[src/rtl/disp_bcd_pkg.sv]
// Shared definitions for the sequential BCD segment display path.
// Holds the controller state encoding, the segment constants, and the 0-9
// glyph table used to encode each decimal digit.
// Segment bytes are active low: bit7 = decimal point, bits 6..0 = g..a.
package disp_bcd_pkg;

   typedef enum logic [1:0] {
      IDLE  = 2'd0,
      CONV  = 2'd1,
      SHIFT = 2'd2,
      LATCH = 2'd3
   } dispState_t;

   localparam logic [7:0] SEG_BLANK = 8'hFF;
   localparam logic [6:0] SEG_DASH  = 7'h3F;

   // Glyph table for decimal digits, g..a active low. Codes 10-15 cannot come
   // out of the double-dabble register, so they fall back to an unlit digit.
   function automatic logic [6:0] seg7Glyph(input logic [3:0] nibble);
      logic [6:0] glyph;
      case (nibble)
         4'd0:    glyph = 7'h40;
         4'd1:    glyph = 7'h79;
         4'd2:    glyph = 7'h24;
         4'd3:    glyph = 7'h30;
         4'd4:    glyph = 7'h19;
         4'd5:    glyph = 7'h12;
         4'd6:    glyph = 7'h02;
         4'd7:    glyph = 7'h78;
         4'd8:    glyph = 7'h00;
         4'd9:    glyph = 7'h10;
         default: glyph = SEG_BLANK[6:0];
      endcase
      return glyph;
   endfunction

endpackage

[src/rtl/bcd_to_seg7.sv]
// Combinational encoder from a single BCD nibble plus its decimal-point flag
// to the active-low 7-segment byte placed on the display shift chain.
// Ports:
//   nibble_i  [3:0]  BCD digit value 0-9
//   dp_i             decimal point enable (1 = point lit)
//   seg_o     [7:0]  {dp, g..a}, active low
module bcd_to_seg7
   import disp_bcd_pkg::*;
(
   input  logic [3:0] nibble_i,
   input  logic       dp_i,
   output logic [7:0] seg_o
);

   // The point segment is active low like the others, so an enabled point clears bit7.
   assign seg_o = {~dp_i, seg7Glyph(nibble_i)};

endmodule

[src/rtl/disp_bcd_seq.sv]
// Sequential binary-to-display path for the shift-register LED board.
// A value latched on an accepted load is converted to BCD by double dabble,
// one input bit per clock, then every digit is encoded to 7-segment form and
// the whole frame is shifted out MSB first on the 4-wire segment bus, ending
// with a one-cycle output-latch strobe.
// Optional build macro: DISP_BCD_LZ_BLANK_EN blanks leading-zero digits.
// Ports:
//   clk, rst_n           system clock, asynchronous active-low reset
//   load                 start request, accepted only while busy is low
//   bin   [BIN_BITS-1:0] unsigned value captured on accepted load
//   point [DIGITS-1:0]   per-digit decimal point enables captured on load
//   busy                 conversion/shift in progress
//   done                 one-cycle pulse as the frame is latched
//   ovf                  value did not fit in DIGITS decimal digits
//   seg_clk, seg_do      serial shift clock and data
//   seg_pen              output-latch enable, low while shifting
//   seg_clr              shift-register clear, active low
module disp_bcd_seq
   import disp_bcd_pkg::*;
#(
   parameter int BIN_BITS = 32,
   parameter int DIGITS   = 8,
   parameter int CLK_DIV  = 4
) (
   input  logic                clk,
   input  logic                rst_n,
   input  logic                load,
   input  logic [BIN_BITS-1:0] bin,
   input  logic [DIGITS-1:0]   point,
   output logic                busy,
   output logic                done,
   output logic                ovf,
   output logic                seg_clk,
   output logic                seg_do,
   output logic                seg_pen,
   output logic                seg_clr
);

   localparam int BW = DIGITS * 4;
   localparam int FW = DIGITS * 8;
   localparam int CW = $clog2(BIN_BITS);
   localparam int IW = $clog2(FW);
   localparam int DW = $clog2(2 * CLK_DIV);

   localparam logic [CW-1:0] CONV_LAST = CW'(BIN_BITS - 1);
   localparam logic [IW-1:0] BIT_LAST  = IW'(FW - 1);
   localparam logic [DW-1:0] DIV_HALF  = DW'(CLK_DIV);
   localparam logic [DW-1:0] DIV_LAST  = DW'(2 * CLK_DIV - 1);

   dispState_t          state_q, state_d;
   logic [CW-1:0]       convCnt_q, convCnt_d;
   logic [IW-1:0]       bitIdx_q, bitIdx_d;
   logic [DW-1:0]       divCnt_q, divCnt_d;
   logic [BW-1:0]       bcd_q, bcd_d;
   logic [BIN_BITS-1:0] binSh_q, binSh_d;
   logic [DIGITS-1:0]   point_q, point_d;
   logic                ovf_q, ovf_d;
   logic                clr_q;

   logic [BW-1:0]       bcdAdj;
   logic [FW-1:0]       digitSeg;
   logic [FW-1:0]       frame;
   logic                accept;

   // Add-3 correction: any nibble of 5 or more would exceed 9 after the
   // doubling shift, so it is pre-biased to carry into the next digit.
   always_comb begin
      bcdAdj = bcd_q;
      for (int i = 0; i < DIGITS; i++) begin
         if (bcd_q[i*4 +: 4] >= 4'd5) begin
            bcdAdj[i*4 +: 4] = bcd_q[i*4 +: 4] + 4'd3;
         end
      end
   end

   // One encoder per digit; digit 0 is the least significant and sits in the low byte.
   for (genvar g = 0; g < DIGITS; g++) begin : gen_seg
      bcd_to_seg7 u_seg (
         .nibble_i (bcd_q[g*4 +: 4]),
         .dp_i     (point_q[g]),
         .seg_o    (digitSeg[g*8 +: 8])
      );
   end

   // Frame assembly. Overflow replaces every digit with a dash; otherwise the
   // encoded digits go out as-is, or with leading zeros blanked when enabled.
   // Digit 0 is never blanked so zero still reads as '0'.
   always_comb begin
`ifdef DISP_BCD_LZ_BLANK_EN
      logic seenNz;
      seenNz = 1'b0;
`endif
      frame = '0;
      for (int i = DIGITS - 1; i >= 0; i--) begin
         if (ovf_q) begin
            frame[i*8 +: 8] = {~point_q[i], SEG_DASH};
         end else begin
            frame[i*8 +: 8] = digitSeg[i*8 +: 8];
`ifdef DISP_BCD_LZ_BLANK_EN
            if (bcd_q[i*4 +: 4] != 4'd0) begin
               seenNz = 1'b1;
            end else if (!seenNz && (i != 0)) begin
               frame[i*8 +: 8] = {~point_q[i], SEG_BLANK[6:0]};
            end
`endif
         end
      end
   end

   // Load is honoured whenever busy is low, which includes the latch cycle,
   // so back-to-back frames need no idle gap.
   assign accept = load && ((state_q == IDLE) || (state_q == LATCH));

   // Next-state and bus outputs. Outputs are decoded from registered state so
   // an asynchronous reset drives the bus to its idle levels immediately.
   always_comb begin
      state_d   = state_q;
      convCnt_d = convCnt_q;
      bitIdx_d  = bitIdx_q;
      divCnt_d  = divCnt_q;
      bcd_d     = bcd_q;
      binSh_d   = binSh_q;
      point_d   = point_q;
      ovf_d     = ovf_q;
      busy      = 1'b0;
      done      = 1'b0;
      seg_clk   = 1'b0;
      seg_do    = 1'b0;
      seg_pen   = 1'b1;

      case (state_q)
         IDLE: begin
         end
         CONV: begin
            busy    = 1'b1;
            bcd_d   = {bcdAdj[BW-2:0], binSh_q[BIN_BITS-1]};
            binSh_d = {binSh_q[BIN_BITS-2:0], 1'b0};
            if (bcdAdj[BW-1]) begin
               ovf_d = 1'b1;
            end
            convCnt_d = convCnt_q + 1'b1;
            if (convCnt_q == CONV_LAST) begin
               state_d  = SHIFT;
               bitIdx_d = BIT_LAST;
               divCnt_d = '0;
            end
         end
         SHIFT: begin
            busy     = 1'b1;
            seg_pen  = 1'b0;
            seg_clk  = (divCnt_q >= DIV_HALF);
            seg_do   = frame[bitIdx_q];
            divCnt_d = divCnt_q + 1'b1;
            if (divCnt_q == DIV_LAST) begin
               divCnt_d = '0;
               if (bitIdx_q == '0) begin
                  state_d = LATCH;
               end else begin
                  bitIdx_d = bitIdx_q - 1'b1;
               end
            end
         end
         LATCH: begin
            done    = 1'b1;
            state_d = IDLE;
         end
         default: begin
            state_d = IDLE;
         end
      endcase

      if (accept) begin
         state_d   = CONV;
         convCnt_d = '0;
         bcd_d     = '0;
         binSh_d   = bin;
         point_d   = point;
         ovf_d     = 1'b0;
      end
   end

   assign ovf     = ovf_q;
   assign seg_clr = clr_q;

   // State and datapath registers. The clear line is held low only while in
   // reset and releases on the first clock after reset goes away.
   always_ff @(posedge clk or negedge rst_n) begin
      if (!rst_n) begin
         state_q   <= IDLE;
         convCnt_q <= '0;
         bitIdx_q  <= '0;
         divCnt_q  <= '0;
         bcd_q     <= '0;
         binSh_q   <= '0;
         point_q   <= '0;
         ovf_q     <= 1'b0;
         clr_q     <= 1'b0;
      end else begin
         state_q   <= state_d;
         convCnt_q <= convCnt_d;
         bitIdx_q  <= bitIdx_d;
         divCnt_q  <= divCnt_d;
         bcd_q     <= bcd_d;
         binSh_q   <= binSh_d;
         point_q   <= point_d;
         ovf_q     <= ovf_d;
         clr_q     <= 1'b1;
      end
   end

endmodule

[config.mk]
export PLATFORM = sky130hd
export DESIGN_NAME = disp_bcd_seq
export DESIGN_NICKNAME = d
export VERILOG_FILES = /design/src/rtl/disp_bcd_pkg.sv /design/src/rtl/bcd_to_seg7.sv /design/src/rtl/disp_bcd_seq.sv
export SDC_FILE = /design/constraint.sdc
export NUM_CORES = 1
export LEC_CHECK = 0
export CORE_MARGIN = 1.5
export CORE_UTILIZATION = 45
export DETAILED_ROUTE_END_ITERATION = 6
export PLACE_DENSITY = 0.78
export SYNTH_ARGS = -nofsm -noshare
export SYNTH_HDL_FRONTEND = slang
export SYNTH_SLANG_ARGS = --single-unit
export TNS_END_PERCENT = 5
[constraint.sdc]
create_clock -name clk -period 2.52 [get_ports clk]
set_input_delay 0.504 -clock clk [delete_from_list [all_inputs] [get_ports clk]]
set_output_delay 0.504 -clock clk [all_outputs]
set_load 0.03 [all_outputs]
==> run_results.csv, run 1 <==
group,metric,value,unit
synth,synth_largest_type_area_fraction,33.8,%
power,power.share.sequential,25.6,%
clock_network,clock_latency_late_sink,0.35,ns
final_layout,post_route_cells_drive_above_1_share,18.9,%
run_status,status,"finished with violations",
synth,synth-seq-cells,90,
clock_network,clock_path_buffers,2,
detailed_routing,routed_via_density,5.53,
placed_design,placed_cell_area,0.00790,mm^2
final_layout,filler_cells_inserted,1284,
clock_network,cts_inserted_buffers,9,
synth,synth.avg_cell_area,8.87,um^2
detailed_routing,detailedRoute.firstPassIterationCount,4,
global_routing,vias_in_the_first_global_route,5815,
synth,yosys.area_share.adder,10.7,%
hold_path,hold_class,"input port to asynchronous set/reset pin",
global_routing,grt_antenna_before_repair,0,
worst_setup_path,worstPathRequired,2.02,ns
synth,ys_top_cells_by_area,"dfrtp_1, ha_1, mux2i_1, o21ai_0, a21oi_1",
run_status,failed_checks,"negative setup slack",
final_layout,final_net_count,948,
floorplanning,die_height,125,um
global_routing,grt_overflow_total,0,
sta,postLayoutSetupSlackWorst,-0.515,ns
synth,ys_async_sr_fraction,100,%
global_routing,grt_max_degree,49,
synth,yosys_most_used_dff,"dfrtp_1",
sta,timing.final.setup_violations,1,
final_layout,flow.area_growth_from_synthesis,25.0,%
worst_setup_path,arrival_time_of_the_worst_setup_path,2.53,ns
global_routing,grt.met2_usage,36.4,%
power,peakVddDrop,800,uV
synth,synthesis.yosys.warnings,0,
floorplanning,initial_utilization,46.0,%
worst_setup_path,cp-end-kind,"output pin",
clock_network,cts_clk_pin_slew_worst_paths,0.07,ns
power,power_density,1200,mW/mm^2
synth,synth_edf_count,0,
final_layout,layout.cells.most_common,"buf_4",
final_layout,diodes,0,
power,clockPowerShare,13.1,%
synth,multiplexer_area_fraction_after_synthesis,11.0,%
detailed_routing,num_vias,5734,
worst_setup_path,crit_path_start_kind,"register",
floorplanning,placeableCoreArea,0.0145,mm^2
sta,fin_crit,3.03,ns
global_routing,met3_capacity_usage_during_global_routing,4.38,%
power,p_sw_share,43.7,%
sta,max_frequency,330,MHz
global_routing,globalRoute.busiestLayer,"met2",
power,combinationalPowerShare,61.3,%
synth,synth.largest_area_cell,"dfrtp_1",
placed_design,portBuffers,49,
power,intPower,0.00563,W
synth,mappedNetlistNets,851,
sta,worstMarginPinSlew,0.633,ns
final_layout,final_cell_mix,"buf_4, dfrtp_1, o21ai_0",
synth,xor_xnor_share_of_the_synthesized_area,3.15,%
sta,post_route_fraction_of_the_period_consumed_by_the_critical_path,120,%
final_layout,postLayoutCoreUtil,57.6,%
sta,setup_total_negative_slack,-0.515,ns
detailed_routing,detail_route.iter0.violations,262,
placed_design,gp_congestion,0.859,
final_layout,fin_area,0.00833,mm^2
worst_setup_path,critical_path.max_fanout,4,
placed_design,dp_hpwl,11.4,mm
sta,finalMaxSlewViolations,0,
sta,clock_skew,0.00858,ns
global_routing,gr-usage-all-layers,21.0,%
global_routing,global_route.usage.met1,25.9,%
run,drv.max_cap_violation_count,0,
detailed_routing,postRouteWirelength,15.7,mm
worst_setup_path,worst-setup-path-type,"register to output pin",
global_routing,grt_pass1_wl,27.1,mm
floorplanning,floorplan.rows,44,
sta,rsz0062_at_grt,"yes",
sta,slew-limit-headroom,57.8,%
clock_network,clock_tree.root_cell,"clkbuf_16",
power,leakagePower,3.57,nW
synth,cell_area_synth,0.00666,mm^2
synth,syn_inst,751,
synth,synth_simple_gate_area_share,16.0,%
detailed_routing,drcViolationCount,0,
detailed_routing,ant_nets,0,
clock_network,clock_tree_from_tritoncts,"done",
sta,final_hold_viol_count,0,
clock_network,cts.sink_count,90,
synth,synth_compound_area_share,19.6,%
detailed_routing,detail_route.wl_per_cell,15.2,um
synth,count_of_distinct_cell_types_in_the_synthesized_netlist,69,
floorplanning,die-width,125,um
synth,combinational_family_with_the_most_area_after_synthesis,"compound AO/OA/AOI/OAI gates",
clock_network,cts.htree.levels,3,
synth,sequential_area_share_after_synthesis,33.8,%
floorplanning,floorplan.die_area,0.0155,mm^2
floorplanning,floorplan.io_pins,50,
power,switchingPower,0.00437,W
==> worst max-delay path: stages (launching register included) <==
cell and delay (ns):
dfrtp_2 0.45, buf_6 0.14, nor3b_4 0.24, buf_4 0.18, a2111oi_4 0.05, a2111oi_4 0.28, a2111oi_2 0.11, a311o_1 0.30
o221a_4 0.27, buf_6 0.14
==> routing by layer <==
metal / up-vias / share of wire, %
met3: 22 / 4.5
met5: - / 0
met1: 2760 / 44
met4: 0 / 1.8
li1: 2848 / -
met2: 104 / 49
==> final cells by class <==
class | instances | area, um^2 | area share, %
Clock buffer | 9 | 225 | 2.70
Clock inverter | 6 | 55.1 | 0.661
Inverter | 35 | 134 | 1.61
Multi-Input combinational cell | 571 | 4240 | 50.9
Sequential cell | 90 | 2260 | 27.1
Tap cell | 184 | 230 | 2.76
Timing Repair Buffer | 141 | 1190 | 14.3
==> kinds of logic (layout without fill, tap and decap cells) <==
family,count (synthesis),in the layout
compound gates,205,205
fa+ha+maj,57,57
xor+xnor,24,24
mux,70,70
other cells,1,1
simple gates,214,214
buf+inv,90,191
flops,90,90
==> path summary, 6_finish.rpt <==
kind | start | to | slack (ns) | cells past startpoint
max | bcd_q[1] | seg_do | -0.51 | 9
max in group asynchronous | rst_n | binSh_q[9] | 1.64 | 2
min in group clk | divCnt_q[1] | divCnt_q[1] | 0.49 | 2
min | rst_n | bcd_q[17] | 0.17 | 1
max reg2reg | bitIdx_q[3] | bitIdx_q[5] | 0.22 | 7
min reg2reg | divCnt_q[1] | divCnt_q[1] | 0.49 | 2
==> through the flow <==
stage / hold slack [ns] / cells / worst slack, ns / total power, W
floorplan: 0.208 / 751 / 0.00883 / 0.00663
global placement: 0.455 / 1019 / -0.198 / 0.00828
detailed placement: 0.478 / 1019 / -0.234 / 0.00848
CTS: 0.190 / 1035 / -0.546 / 0.00992
global route: 0.221 / 1036 / -0.598 / 0.0109
finish: 0.169 / 1036 / -0.515 / 0.0100
==> repair_timing <==
action / 4_1_cts / 5_1_grt
setup buffers: 1 / 1
gates resized for setup: 15 / 15
hold buffers: 0 / 0
setup endpoints to repair: 2 / 1
pin swaps: 8 / 11
==> power by group through the flow <==
stage          combinational (W)  clock, W  sequential, W
5_1_grt                  0.00686   0.00140        0.00266
4_1_cts                  0.00601   0.00134        0.00257
2_1_floorplan            0.00422         0        0.00241
6_report                 0.00613   0.00131        0.00257
3_3_place_gp             0.00573         0        0.00255
3_5_place_dp             0.00589         0        0.00259
==> synth_stat cells (3+ instances only) <==
| library cell | count |
|---|---|
| dfrtp_1 | 90 |
| o21ai_0 | 64 |
| mux2i_1 | 60 |
| ha_1 | 57 |
| nor2_1 | 56 |
| nand2_1 | 55 |
| a21oi_1 | 51 |
| nand2b_1 | 40 |
| clkbuf_1 | 35 |
| inv_1 | 34 |
| xnor2_1 | 16 |
| nor2b_1 | 14 |
| a211oi_1 | 11 |
| nor3_1 | 11 |
| o211ai_1 | 9 |
| a31oi_1 | 8 |
| and2_1 | 8 |
| buf_2 | 8 |
| mux2_2 | 8 |
| nand3_1 | 8 |
| xor2_1 | 8 |
| buf_1 | 7 |
| o221ai_1 | 7 |
| o21a_1 | 6 |
| o22ai_1 | 6 |
| a221oi_1 | 5 |
| o311ai_0 | 5 |
| o31ai_1 | 4 |
| a22oi_1 | 3 |
| buf_4 | 3 |
| nand4_1 | 3 |
| or2_2 | 3 |
==> registers in the layout, summed over array words and instances, names as in the netlist <==
name and flops:
convCnt_q 5, binSh_q 32, state_q 2, seg_clr 1, divCnt_q 3, bcd_q 32
bitIdx_q 6, point_q 8, ovf 1
No activity file was read; power rests on OpenSTA's default activity.
==> inputs of run 2 (changes only) <==
--- a/config.mk
+++ b/config.mk
@@ -9,6 +9,7 @@
 export CORE_UTILIZATION = 45
 export DETAILED_ROUTE_END_ITERATION = 6
 export PLACE_DENSITY = 0.78
+export SKIP_LAST_GASP = 1
 export SYNTH_ARGS = -nofsm -noshare
 export SYNTH_HDL_FRONTEND = slang
 export SYNTH_SLANG_ARGS = --single-unit
==> run_results.csv, run 2 (same netlist as run 1, synthesis figures left out) <==
group,metric,value,unit
clock_network,clock_path_buffers,2,
hold_path,hold_class,"input port to asynchronous set/reset pin",
placed_design,dp_hpwl,11.4,mm
final_layout,post_route_cells_drive_above_1_share,18.9,%
sta,rsz0062_at_grt,"yes",
sta,clock_skew,0.00775,ns
detailed_routing,postRouteWirelength,15.7,mm
sta,worstMarginPinSlew,0.635,ns
worst_setup_path,crit_path_start_kind,"register",
power,leakagePower,3.57,nW
worst_setup_path,cp-end-kind,"output pin",
global_routing,grt_antenna_before_repair,0,
floorplanning,die-width,125,um
floorplanning,floorplan.io_pins,50,
sta,max_frequency,329,MHz
floorplanning,floorplan.die_area,0.0155,mm^2
worst_setup_path,worstPathRequired,2.02,ns
final_layout,layout.cells.most_common,"buf_4",
placed_design,placedCellCount,1019,
detailed_routing,detail_route.wl_per_cell,15.2,um
clock_network,cts.sink_count,90,
clock_network,holdBufCountCts,0,
clock_network,cts_inserted_buffers,9,
worst_setup_path,setup.reg_to_reg.worst_slack,0.23,ns
worst_setup_path,critical_path.max_fanout,4,
power,peakVddDrop,801,uV
sta,postLayoutSetupSlackWorst,-0.518,ns
detailed_routing,drcViolationCount,0,
power,power_density,1200,mW/mm^2
clock_network,clock_tree_from_tritoncts,"done",
floorplanning,placeableCoreArea,0.0145,mm^2
sta,final_hold_viol_count,0,
detailed_routing,ant_nets,0,
global_routing,gr-usage-all-layers,21.0,%
clock_network,clock_latency_late_sink,0.35,ns
sta,post_route_fraction_of_the_period_consumed_by_the_critical_path,121,%
clock_network,cts.htree.levels,3,
detailed_routing,num_vias,5724,
sta,finalMaxSlewViolations,0,
worst_setup_path,arrival_time_of_the_worst_setup_path,2.53,ns
floorplanning,initial_utilization,46.0,%
placed_design,post-place-ws,-0.234,ns
placed_design,portBuffers,49,
final_layout,flow.area_growth_from_synthesis,25.1,%
final_layout,diodes,0,
run,drv.max_cap_violation_count,0,
worst_setup_path,timing.rr.end,"bitIdx_q[5]",
final_layout,final_cell_mix,"buf_4, dfrtp_1, o21ai_0",
sta,slew-limit-headroom,57.6,%
global_routing,vias_in_the_first_global_route,5817,
final_layout,regs_by_ff_count,"bcd_q x32, binSh_q x32, point_q x8",
run_status,failed_checks,"negative setup slack",
worst_setup_path,critical_path.endpoint,"seg_do",
sta,timing.final.setup_violations,1,
global_routing,grt_pass1_wl,27.1,mm
global_routing,grt_overflow_total,0,
power,p_total,0.0100,W
floorplanning,floorplan.rows,44,
sta,fin_crit,3.04,ns
global_routing,grt_max_degree,49,
detailed_routing,detail_route.iter0.violations,288,
clock_network,cts_clk_pin_slew_worst_paths,0.07,ns
final_layout,filler_cells_inserted,1284,
floorplanning,die_height,125,um
detailed_routing,detailedRoute.firstPassIterationCount,5,
worst_setup_path,r2r_cells,7,
worst_setup_path,setup.worst_path.start,"bcd_q[1]",
placed_design,gp_congestion,0.859,
clock_network,clock_tree.root_cell,"clkbuf_16",
worst_setup_path,r2r_start,"bitIdx_q[3]",
final_layout,final_net_count,948,
final_layout,final_cells,1036,
run_status,status,"finished with violations",
worst_setup_path,worst-setup-path-type,"register to output pin",
detailed_routing,routed_via_density,5.53,
## run 2: cell count changes in the layout (fill, tap and decap cells not counted), sizes merged
cell / delta
clkdlybuf4s50: +1
dlygate4sd2: -1
## run 2: worst min-delay path by stage
stage	endpoint	cells past startpoint
2_1_floorplan	bcd_q[0]	0
3_3_place_gp	divCnt_q[1]	2
3_5_place_dp	divCnt_q[1]	2
4_1_cts	bcd_q[17]	1
5_1_grt	bcd_q[17]	1
6_report	bcd_q[17]	1
## run 2: cell type report
cell class	instances	area [um^2]	area share, %
tap	184	230	2.76
clock inverter	6	55.1	0.661
multi-input combinational	571	4240	50.9
inverter	35	134	1.61
timing repair buffer	141	1190	14.3
sequential	90	2260	27.1
clock buffer	9	225	2.70
## run 2: through the flow
stage	utilization (%)	hold slack, ns	setup TNS, ns	instance area, um^2
after floorplan	-	0.208	0	6720
after global placement	54.5	0.455	-0.198	7900
after detailed placement	54.5	0.478	-0.234	7900
after CTS	57.0	0.190	-0.567	8250
after global routing	57.6	0.221	-0.645	8330
final	57.6	0.172	-0.518	8330
## run 2: routing by layer
| layer | global-route usage (%) | routed length, um | up-vias |
|---|---|---|---|
| met4 | 7.23 | 223 | 0 |
| met3 | 4.38 | 658 | 15 |
| met2 | 36.4 | 7830 | 106 |
| met1 | 25.9 | 7020 | 2753 |
| li1 | - | - | 2850 |
| met5 | 0 | 0 | - |
## run 2: power by group
group	total, W	leakage, nW	internal [W]	switching, W
Clock	0.00131	0.139	0.000686	0.000621
Sequential	0.00257	1.13	0.00204	0.000528
Combinational	0.00614	2.31	0.00292	0.00322
Total	0.0100	3.57	0.00564	0.00437
## run 2: worst max-delay path, cell delays in order (launching register included)
cell       delay [ns]
dfrtp_2          0.45
buf_6            0.14
nor3b_4          0.24
buf_4            0.18
a2111oi_4        0.05
a2111oi_4        0.28
a2111oi_2        0.11
a311o_1          0.30
o221a_4          0.27
buf_6            0.14
## run 2: timing repair
action                                  in CTS  in global routing
setup buffers                                1                  1
hold endpoints to repair                     0                  0
endpoints found under the setup margin       2                  2
pin swaps                                    7                 11
gates resized for setup                     14                 15
==> inputs of run 3 (changes only) <==
--- a/config.mk
+++ b/config.mk
@@ -8,8 +8,9 @@
 export CORE_MARGIN = 1.5
 export CORE_UTILIZATION = 45
 export DETAILED_ROUTE_END_ITERATION = 6
-export PLACE_DENSITY = 0.78
+export PLACE_DENSITY = 0.76
 export SKIP_LAST_GASP = 1
+export SLEW_MARGIN = 20
 export SYNTH_ARGS = -nofsm -noshare
 export SYNTH_HDL_FRONTEND = slang
 export SYNTH_SLANG_ARGS = --single-unit
==> constraint.sdc (replaced) <==
create_clock -name clk -period 3.8 [get_ports clk]
set_input_delay 0.76 -clock clk [delete_from_list [all_inputs] [get_ports clk]]
set_output_delay 0.76 -clock clk [all_outputs]
set_load 0.03 [all_outputs]
==> run_results.csv, run 3 (same netlist as run 1, synthesis figures left out) <==
group,metric,value,unit
worst_setup_path,timing.rr.end,"bitIdx_q[5]",
sta,setup_total_negative_slack,0,ns
detailed_routing,ant_nets,0,
clock_network,cts_clk_pin_slew_worst_paths,0.07,ns
sta,worstMarginPinSlew,0.609,ns
sta,timing.final.setup_violations,0,
worst_setup_path,crit_path_start_kind,"register",
detailed_routing,drcViolationCount,0,
clock_network,cts_inserted_buffers,9,
worst_setup_path,arrival_time_of_the_worst_setup_path,2.88,ns
global_routing,grt_max_degree,61,
final_layout,final_cell_mix,"dfrtp_1, o21ai_0, mux2i_1",
detailed_routing,routed_via_density,5.55,
detailed_routing,postRouteWirelength,14.1,mm
clock_network,cts.htree.levels,3,
floorplanning,initial_utilization,46.0,%
final_layout,diodes,0,
sta,finalMaxSlewViolations,0,
global_routing,grt.met2_usage,30.4,%
final_layout,regs_by_ff_count,"bcd_q x32, binSh_q x32, point_q x8",
global_routing,met3_capacity_usage_during_global_routing,5.24,%
sta,final_hold_viol_count,0,
global_routing,grt_overflow_total,0,
power,power_density,801,mW/mm^2
worst_setup_path,r2r_cells,9,
run_status,status,"complete, no violations",
power,peakVddDrop,725,uV
global_routing,gr-usage-all-layers,19.1,%
final_layout,post_route_cells_drive_above_1_share,7.35,%
floorplanning,floorplan.rows,44,
worst_setup_path,cp-end-kind,"output pin",
clock_network,clock_latency_late_sink,0.36,ns
worst_setup_path,setup.worst_path.start,"bcd_q[13]",
worst_setup_path,worstPathRequired,3.04,ns
floorplanning,floorplan.die_area,0.0155,mm^2
worst_setup_path,r2r_start,"bitIdx_q[0]",
placed_design,dp_hpwl,9.73,mm
floorplanning,die_height,125,um
run,drv.max_cap_violation_count,0,
sta,fin_crit,3.64,ns
clock_network,clock_tree_from_tritoncts,"done",
floorplanning,floorplan.io_pins,50,
clock_network,clock_path_buffers,2,
placed_design,placedCellCount,942,
worst_setup_path,critical_path.max_fanout,10,
clock_network,clock_tree.root_cell,"clkbuf_16",
final_layout,final_net_count,870,
sta,rsz0062_at_grt,"no",
placed_design,portBuffers,49,
final_layout,final_cells,959,
hold_path,hold_class,"input port to asynchronous set/reset pin",
global_routing,globalRoute.busiestLayer,"met2",
global_routing,vias_in_the_first_global_route,5154,
sta,clock_skew,0.0103,ns
worst_setup_path,critical_path.endpoint,"seg_do",
detailed_routing,detail_route.iter0.violations,383,
clock_network,cts.sink_count,90,
worst_setup_path,worst-setup-path-type,"register to output pin",
power,leakagePower,3.18,nW
global_routing,grt_antenna_before_repair,0,
placed_design,gp_congestion,0.866,
detailed_routing,detailedRoute.firstPassIterationCount,4,
worst_setup_path,setup.reg_to_reg.worst_slack,1.35,ns
sta,max_frequency,275,MHz
worst_setup_path,cp_cell_sequence,"inv_1 -> ha_1 -> xnor2_1 -> mux4_2 -> o211ai_1 -> nand4_1 -> a21boi_1 -> o221a_1 -> buf_12",
worst_setup_path,crit_path_top_delay_cell,"dfrtp_1",
sta,slew-limit-headroom,59.4,%
final_layout,flow.area_growth_from_synthesis,14.2,%
floorplanning,placeableCoreArea,0.0145,mm^2
final_layout,layout.cells.most_common,"dfrtp_1",
detailed_routing,detail_route.wl_per_cell,14.7,um
global_routing,grt_pass1_wl,24.7,mm
global_routing,global_route.usage.met1,25.5,%
floorplanning,die-width,125,um
sta,post_route_fraction_of_the_period_consumed_by_the_critical_path,95.7,%
detailed_routing,num_vias,5324,
worst_setup_path,max_stage_delay,0.52,ns
power,p_total,0.00610,W
==> run 3: how the worst min path moves through the flow <==
stage                      from     endpoint  slack (ns)  depth (start not counted)
global route              rst_n    bcd_q[16]        0.40                          1
finish                    rst_n    bcd_q[18]        0.36                          1
detailed placement  divCnt_q[1]  divCnt_q[1]        0.48                          2
floorplan           divCnt_q[1]  divCnt_q[1]        0.44                          2
CTS                       rst_n    bcd_q[16]        0.37                          1
global placement    divCnt_q[1]  divCnt_q[1]        0.46                          2
==> run 3: power by group <==
| part | switching [W] | leakage [nW] | internal, W |
|---|---|---|---|
| combinational | 0.00175 | 1.89 | 0.00152 |
| clock | 0.000436 | 0.157 | 0.000531 |
| sequential | 0.000517 | 1.13 | 0.00135 |
| total | 0.00270 | 3.18 | 0.00340 |
==> run 3: what timing repair did <==
item	in CTS	in global routing
hold buffers	0	0
gates resized for setup	0	4
setup buffers	0	1
endpoints found under the setup margin	0	1
==> run 3: cell type report <==
cell class	instances	area (um^2)
inverter	35	131
multi-input combinational	571	4060
sequential	90	2250
tap	184	230
fill	1344	6870
clock buffer	9	225
timing repair buffer	63	616
clock inverter	7	95.1
==> run 3: through the flow <==
step                hold WS (ns)  instance area [um^2]  utilization (%)  setup slack (ns)
floorplan                  0.443                  6660                -             0.788
global placement           0.456                  7270             50.2             0.471
detailed placement         0.484                  7270             50.2             0.474
CTS                        0.372                  7590             52.5            0.0610
global route               0.403                  7610             52.6           0.00526
finish                     0.362                  7610             52.6             0.164
==> run 3: per-layer routing <==
metal,vias to the layer above,part of all wire [%]
met1,2511,47
met4,0,1.2
met5,-,0
met3,14,4.8
met2,102,47
li1,2697,-
==> run 3: worst max-delay path, delay by kind of cell, from the launching register on <==
kind / cells / cell delay, ns
compound gates: 3 / 0.69
flops: 1 / 0.52
mux: 1 / 0.47
fa+ha+maj: 1 / 0.32
buf+inv: 2 / 0.27
xor+xnor: 1 / 0.13
simple gates: 1 / 0.11
